[config.mk]
export PLATFORM = sky130hd
export DESIGN_NAME = clkdiv_prog
export DESIGN_NICKNAME = d
export VERILOG_FILES = /design/src/rtl/clkdiv_prog.sv
export SDC_FILE = /design/constraint.sdc
export NUM_CORES = 1
export LEC_CHECK = 0
export ABC_AREA = 1
export CORE_ASPECT_RATIO = 1.25
export CORE_MARGIN = 2
export CORE_UTILIZATION = 35
export CTS_BUF_LIST = sky130_fd_sc_hd__clkbuf_4 sky130_fd_sc_hd__clkbuf_8 sky130_fd_sc_hd__clkbuf_16
export DETAILED_ROUTE_END_ITERATION = 7
export SYNTH_ARGS = -nofsm -noshare
export SYNTH_HDL_FRONTEND = slang
export SYNTH_SLANG_ARGS = --single-unit
[constraint.sdc]
create_clock -name clk -period 3.3 [get_ports clk]
set_input_delay 0.495 -clock clk [delete_from_list [all_inputs] [get_ports clk]]
set_output_delay 0.495 -clock clk [all_outputs]
set_load 0.05 [all_outputs]
[src/rtl/clkdiv_prog.sv]
// Multi-channel programmable clock divider: N_CH divided clocks with per-channel
// divisor, enable and tick strobe, plus a common sync restart.

module clkdiv_ch #(
    parameter int DIV_W       = 16,
    parameter int DEFAULT_DIV = 48000
) (
    input  logic             clk,
    input  logic             rst_n,
    input  logic             en,
    input  logic             sync,
    input  logic             wr,
    input  logic [DIV_W-1:0] wdata,
    output logic             clk_div,
    output logic             tick
);
    localparam logic [DIV_W-1:0] DEF   = DIV_W'(DEFAULT_DIV);
    localparam logic [DIV_W-1:0] ONE   = DIV_W'(1);
    localparam logic [DIV_W:0]   ONE_X = (DIV_W+1)'(1);

    logic [DIV_W-1:0] cnt, d_act, d_pend;
    logic             run;
    logic [DIV_W:0]   half, nxt;
    logic             start, hi_nxt;

    // One bit of headroom keeps cnt+1 exact at the largest divisor.
    assign half   = {1'b0, d_act} - {2'b0, d_act[DIV_W-1:1]};
    assign nxt    = {1'b0, cnt} + ONE_X;
    assign hi_nxt = nxt < half;
    assign start  = en && (!run || sync || (cnt == d_act - ONE));

    always_ff @(posedge clk or negedge rst_n) begin
        if (!rst_n) begin
            d_pend <= DEF;
        end else if (wr) begin
            d_pend <= wdata;
        end
    end

    always_ff @(posedge clk or negedge rst_n) begin
        if (!rst_n) begin
            cnt     <= '0;
            d_act   <= DEF;
            run     <= 1'b0;
            clk_div <= 1'b0;
            tick    <= 1'b0;
        end else if (!en) begin
            cnt     <= '0;
            run     <= 1'b0;
            clk_div <= 1'b0;
            tick    <= 1'b0;
        end else if (start) begin
            // d_pend here is the pre-edge value, so a same-edge write waits a period.
            cnt     <= '0;
            d_act   <= d_pend;
            run     <= 1'b1;
            clk_div <= 1'b1;
            tick    <= 1'b1;
        end else begin
            cnt     <= cnt + ONE;
            clk_div <= hi_nxt;
            tick    <= 1'b0;
        end
    end
endmodule

module clkdiv_prog #(
    parameter int N_CH        = 4,
    parameter int DIV_W       = 16,
    parameter int DEFAULT_DIV = 48000,
    parameter int CH_W        = (N_CH > 1) ? $clog2(N_CH) : 1
) (
    input  logic              clk,
    input  logic              rst_n,
    input  logic [N_CH-1:0]   en,
    input  logic              sync,
    input  logic              cfg_we,
    input  logic [CH_W-1:0]   cfg_ch,
    input  logic [DIV_W-1:0]  cfg_div,
    output logic              cfg_err,
    output logic [N_CH-1:0]   clk_div,
    output logic [N_CH-1:0]   tick
);
    localparam logic [DIV_W-1:0] TWO = DIV_W'(2);

    logic            cfg_ok;
    logic [N_CH-1:0] wr;

    assign cfg_ok = (32'(cfg_ch) < N_CH) && (cfg_div >= TWO);

    always_ff @(posedge clk or negedge rst_n) begin
        if (!rst_n) cfg_err <= 1'b0;
        else        cfg_err <= cfg_we && !cfg_ok;
    end

    for (genvar i = 0; i < N_CH; i++) begin : g_ch
        assign wr[i] = cfg_we && cfg_ok && (cfg_ch == CH_W'(i));

        clkdiv_ch #(
            .DIV_W      (DIV_W),
            .DEFAULT_DIV(DEFAULT_DIV)
        ) u_ch (
            .clk    (clk),
            .rst_n  (rst_n),
            .en     (en[i]),
            .sync   (sync),
            .wr     (wr[i]),
            .wdata  (cfg_div),
            .clk_div(clk_div[i]),
            .tick   (tick[i])
        );
    end
endmodule

==> results.txt <==
----------------------------------------------------
[Outcome]
  Run status ... complete, no violations

[Drt]
  Number of DRC violations after detailed-routing iteration 0 ... 660
  Final wirelength ... 42000 µm
  Via Count ... 14200
  Via-per-instance ratio ... 4.80
  Number of iterations in the first detailed-routing pass ... 5
  Number of antenna-violating nets in the routed design ... 0
  Routed length per placed instance ... 14.3 µm
  Remaining DRCs ... 0

[Yosys]
  Post-synthesis register bit count ... 205
  Area share of the largest cell type after synthesis ... ~22%
  Netlist area before placement ... 16700 µm²
  Cell count after synthesis ... 2260
  Nets in the synthesized netlist ... 2494
  Top post-synthesis cells by count ... sky130_fd_sc_hd__nand2_1 (566), sky130_fd_sc_hd__inv_1 (343), sky130_fd_sc_hd__ha_1 (204)
  Synthesized area per cell ... 7.38 µm²
  Count of flip-flops with a built-in enable after synthesis ... 0
  Most instantiated library cell after synthesis ... sky130_fd_sc_hd__nand2_1
  Warning count from the yosys run ... 0
  Synth area leader ... sky130_fd_sc_hd__dfrtp_1
  Cell variety after synth ... 45
  Async S/R FF share, synth ... 100%
  Leading post-synthesis cells by cell area ... sky130_fd_sc_hd__dfrtp_1 (22%), sky130_fd_sc_hd__ha_1 (15%), sky130_fd_sc_hd__nand2_1 (13%)
  Dominant synthesized flop cell ... sky130_fd_sc_hd__dfrtp_1
  Sequential-to-total area share from yosys stat ... between 30 and 40%

[STA]
  Period Utilization, post-route ... 92.5%
  Number of endpoints with negative hold slack in the final report ... 0
  Final max-slew violation count ... 0
  RSZ-0062 raised after global routing ... no
  Actual slew at the worst max-slew pin ... 0.686 ns
  Worst hold-check slack ... 0.456 ns
  Peak Freq ... 328 MHz
  Clock Skews ... 0.0319 ns
  Final setup violation count ... 0
  Setup TNS Final ... 0 ns
  Clock period minus final worst setup slack ... 3.05 ns
  Slew margin rel. ... 54.3%

[Power]
  Areal power density over the cells ... 572 nW/µm²
  Leakage power summed over all cells ... 9.50 nW
  IR drop worst, VDD ... between 0.4 and 0.5 mV

[Min path]
  Worst Hold End ... g_ch[1].u_ch.d_act[11]$_DFFE_PN1P_
  Worst Hold Depth ... 2
  Class of the tightest hold or removal check ... register to register
  Start point of the worst hold path ... g_ch[1].u_ch.d_pend[11]$_DFFE_PN1P_

[Layout]
  Fraction of final layout cells with drive strength greater than 1 ... 7.31%
  Fillers ... 4878
  Layout overhead on the synthesized area ... 11.6%
  Post-layout net count ... 2530
  Number of antenna diodes ... 0

[Worst setup path]
  Launch instance of the worst register-to-register path ... g_ch[0].u_ch.d_act[7]$_DFFE_PN1P_
  Worst Setup Path Type ... register to register
  Setup slack on the worst flop-to-flop path ... about 0.25 ns
  Worst-path maximum fanout ... 4
  Crit Reg-Reg Endpoint ... g_ch[0].u_ch.clk_div$_DFF_PN0_
  Critical path launch point type ... register
  Arr. time, crit path ... 3.54 ns
  Cell depth of the worst flop-to-flop path ... 15
  Required time of the critical path ... ~3.8 ns
  Sort of element at the end of the critical path ... register

[Global routing]
  Number of global-route vias before repair ... 14300
  Maximum number of pins on one net before global-route repair ... 80
  Antenna violations before repair ... 0
  Aggregate global routing overflow ... 0
  First-pass GRT wire length ... 69900 µm
  Overall Global Routing Usage ... 17.6%

[Floorplanning]
  Placement Rows ... 89
  Die Footprint ... 49400 µm²
  X dimension of the die ... 199 µm
  I/O pin total ... 35
  Initial standard-cell utilization of the core ... 35.4%
  Core region area ... around 47000 µm²
  Floorplan die height ... 248 µm

[Job]
  Number of maximum-capacitance violations ... 0

[Clocking]
  CTS max path bufs ... 3
  Number of clock buffers inserted by TritonCTS ... 23
  Cell at the root of the clock tree ... sky130_fd_sc_hd__clkbuf_16
  Clock slew seen by the registers of the worst setup and hold paths ... 0.06 ns
  CTS H-tree depth ... 1
  Sink Count ... 205
  Clock latency reported for the late side of the worst-skew pair ... ~0.55 ns
  TritonCTS clock tree ... done

[Placed design]
  Final weighted congestion in routability-driven placement ... slightly above 0.9
  Count of buffers inserted at the top-level ports ... 34
  DPL Wire Length ... 33700 µm

----------------------------------------------------
-- worst max path at each step --
| stage | start | slack (ns) | to |
|---|---|---|---|
| global route | g_ch[0].u_ch.d_act[7]$_DFFE_PN1P_ | 0.002 | g_ch[0].u_ch.clk_div$_DFF_PN0_ |
| global placement | g_ch[0].u_ch.d_act[2]$_DFFE_PN0P_ | 0.21 | g_ch[0].u_ch.clk_div$_DFF_PN0_ |
| CTS | g_ch[0].u_ch.d_act[2]$_DFFE_PN0P_ | 0.13 | g_ch[0].u_ch.clk_div$_DFF_PN0_ |
| detailed placement | g_ch[0].u_ch.d_act[2]$_DFFE_PN0P_ | 0.15 | g_ch[0].u_ch.clk_div$_DFF_PN0_ |
| finish | g_ch[0].u_ch.d_act[7]$_DFFE_PN1P_ | 0.25 | g_ch[0].u_ch.clk_div$_DFF_PN0_ |
| floorplan | g_ch[1].u_ch.d_act[2]$_DFFE_PN0P_ | 0.46 | g_ch[1].u_ch.clk_div$_DFF_PN0_ |
-- timing repair --
action / in CTS / in global routing
resized for setup: 0 / 15
endpoints found under the hold margin: 5 / 0
hold buffers: 1 / 0
setup buffers: 0 / 0
endpoints found under the setup margin: 0 / 7
-- cells in the final DEF, fill, tap and decap left out, drive strengths merged, types with 10 or more instances in the layout --
cell type      count
o21ai            102
xnor2             42
buf               25
nor3              45
ha               204
clkdlybuf4s50     33
nand3            175
dfrtp            149
inv              347
nand2            576
o21bai            10
clkbuf            32
nor2             199
o21a              16
a21oi             72
dfstp             56
a21boi            10
nand4             37
xor2             109
-- through the flow --
stage	cells	instance area, µm²	setup slack (ns)	power, W	util (%)
final	2950	18600	0.248	0.0107	39.5
after global routing	2950	18600	0.00173	0.0116	39.5
after CTS	2950	18600	0.127	0.0107	39.5
after detailed placement	2907	17800	0.152	0.00785	37.7
after global placement	2907	17800	0.212	0.00775	37.7
after floorplan	2260	16700	0.455	0.00671	-
-- cell type report --
cell class	count	area, µm²	share of cell area (%)
clock inverter	11	173	0.927
timing repair buffer	60	567	3.04
clock buffer	31	654	3.52
sequential	205	5200	28.0
multi-input combinational	1662	9930	53.3
inverter	344	1290	6.94
tap	637	797	4.28
-- flip-flops by register name, indices dropped and copies added, names as in the netlist --
name               count
g_ch.u_ch.d_act       64
g_ch.u_ch.cnt         64
g_ch.u_ch.clk_div      4
g_ch.u_ch.d_pend      64
g_ch.u_ch.run          4
cfg_err                1
g_ch.u_ch.tick         4
-- kinds of logic (layout without fill, tap and decap cells) --
| group | Yosys count | count (layout) | synth area share [%] |
|---|---|---|---|
| AND/OR/NAND/NOR | 1064 | 1064 | 27.6 |
| buffers and inverters | 393 | 446 | 9.43 |
| AO/OA/AOI/OAI | 239 | 239 | 8.12 |
| adder cells (fa/ha/maj) | 208 | 208 | 15.8 |
| flip-flops | 205 | 205 | 31.2 |
| XOR/XNOR | 151 | 151 | 7.93 |
-- critical path: stages (launching register included) --
cell and delay (ns):
sky130_fd_sc_hd__dfstp_2 0.58, sky130_fd_sc_hd__inv_1 0.10, sky130_fd_sc_hd__ha_1 0.33, sky130_fd_sc_hd__inv_1 0.09
sky130_fd_sc_hd__a21oi_1 0.15, sky130_fd_sc_hd__o21ai_0 0.12, sky130_fd_sc_hd__nand2_1 0.07, sky130_fd_sc_hd__nand4_1 0.16
sky130_fd_sc_hd__a21oi_1 0.23, sky130_fd_sc_hd__xor2_1 0.20, sky130_fd_sc_hd__ha_1 0.27, sky130_fd_sc_hd__a21oi_1 0.13
sky130_fd_sc_hd__nor2_1 0.06, sky130_fd_sc_hd__a2111oi_0 0.32, sky130_fd_sc_hd__nand2_1 0.10, sky130_fd_sc_hd__nand2_1 0.06
-- metal layers --
metal,GRT usage [%],vias up,wire length [µm]
li1,-,7264,-
met1,20.2,6610,17600
met2,32.8,221,21500
met3,2.10,77,1520
met4,6.89,0,1500
met5,0,-,0
-- where the power goes --
part           internal, W  switching [W]  leakage [nW]
combinational      0.00180        0.00289          6.57
sequential         0.00289       0.000268          2.52
clock              0.00172        0.00109         0.410
(Power assumes the default switching activity.)
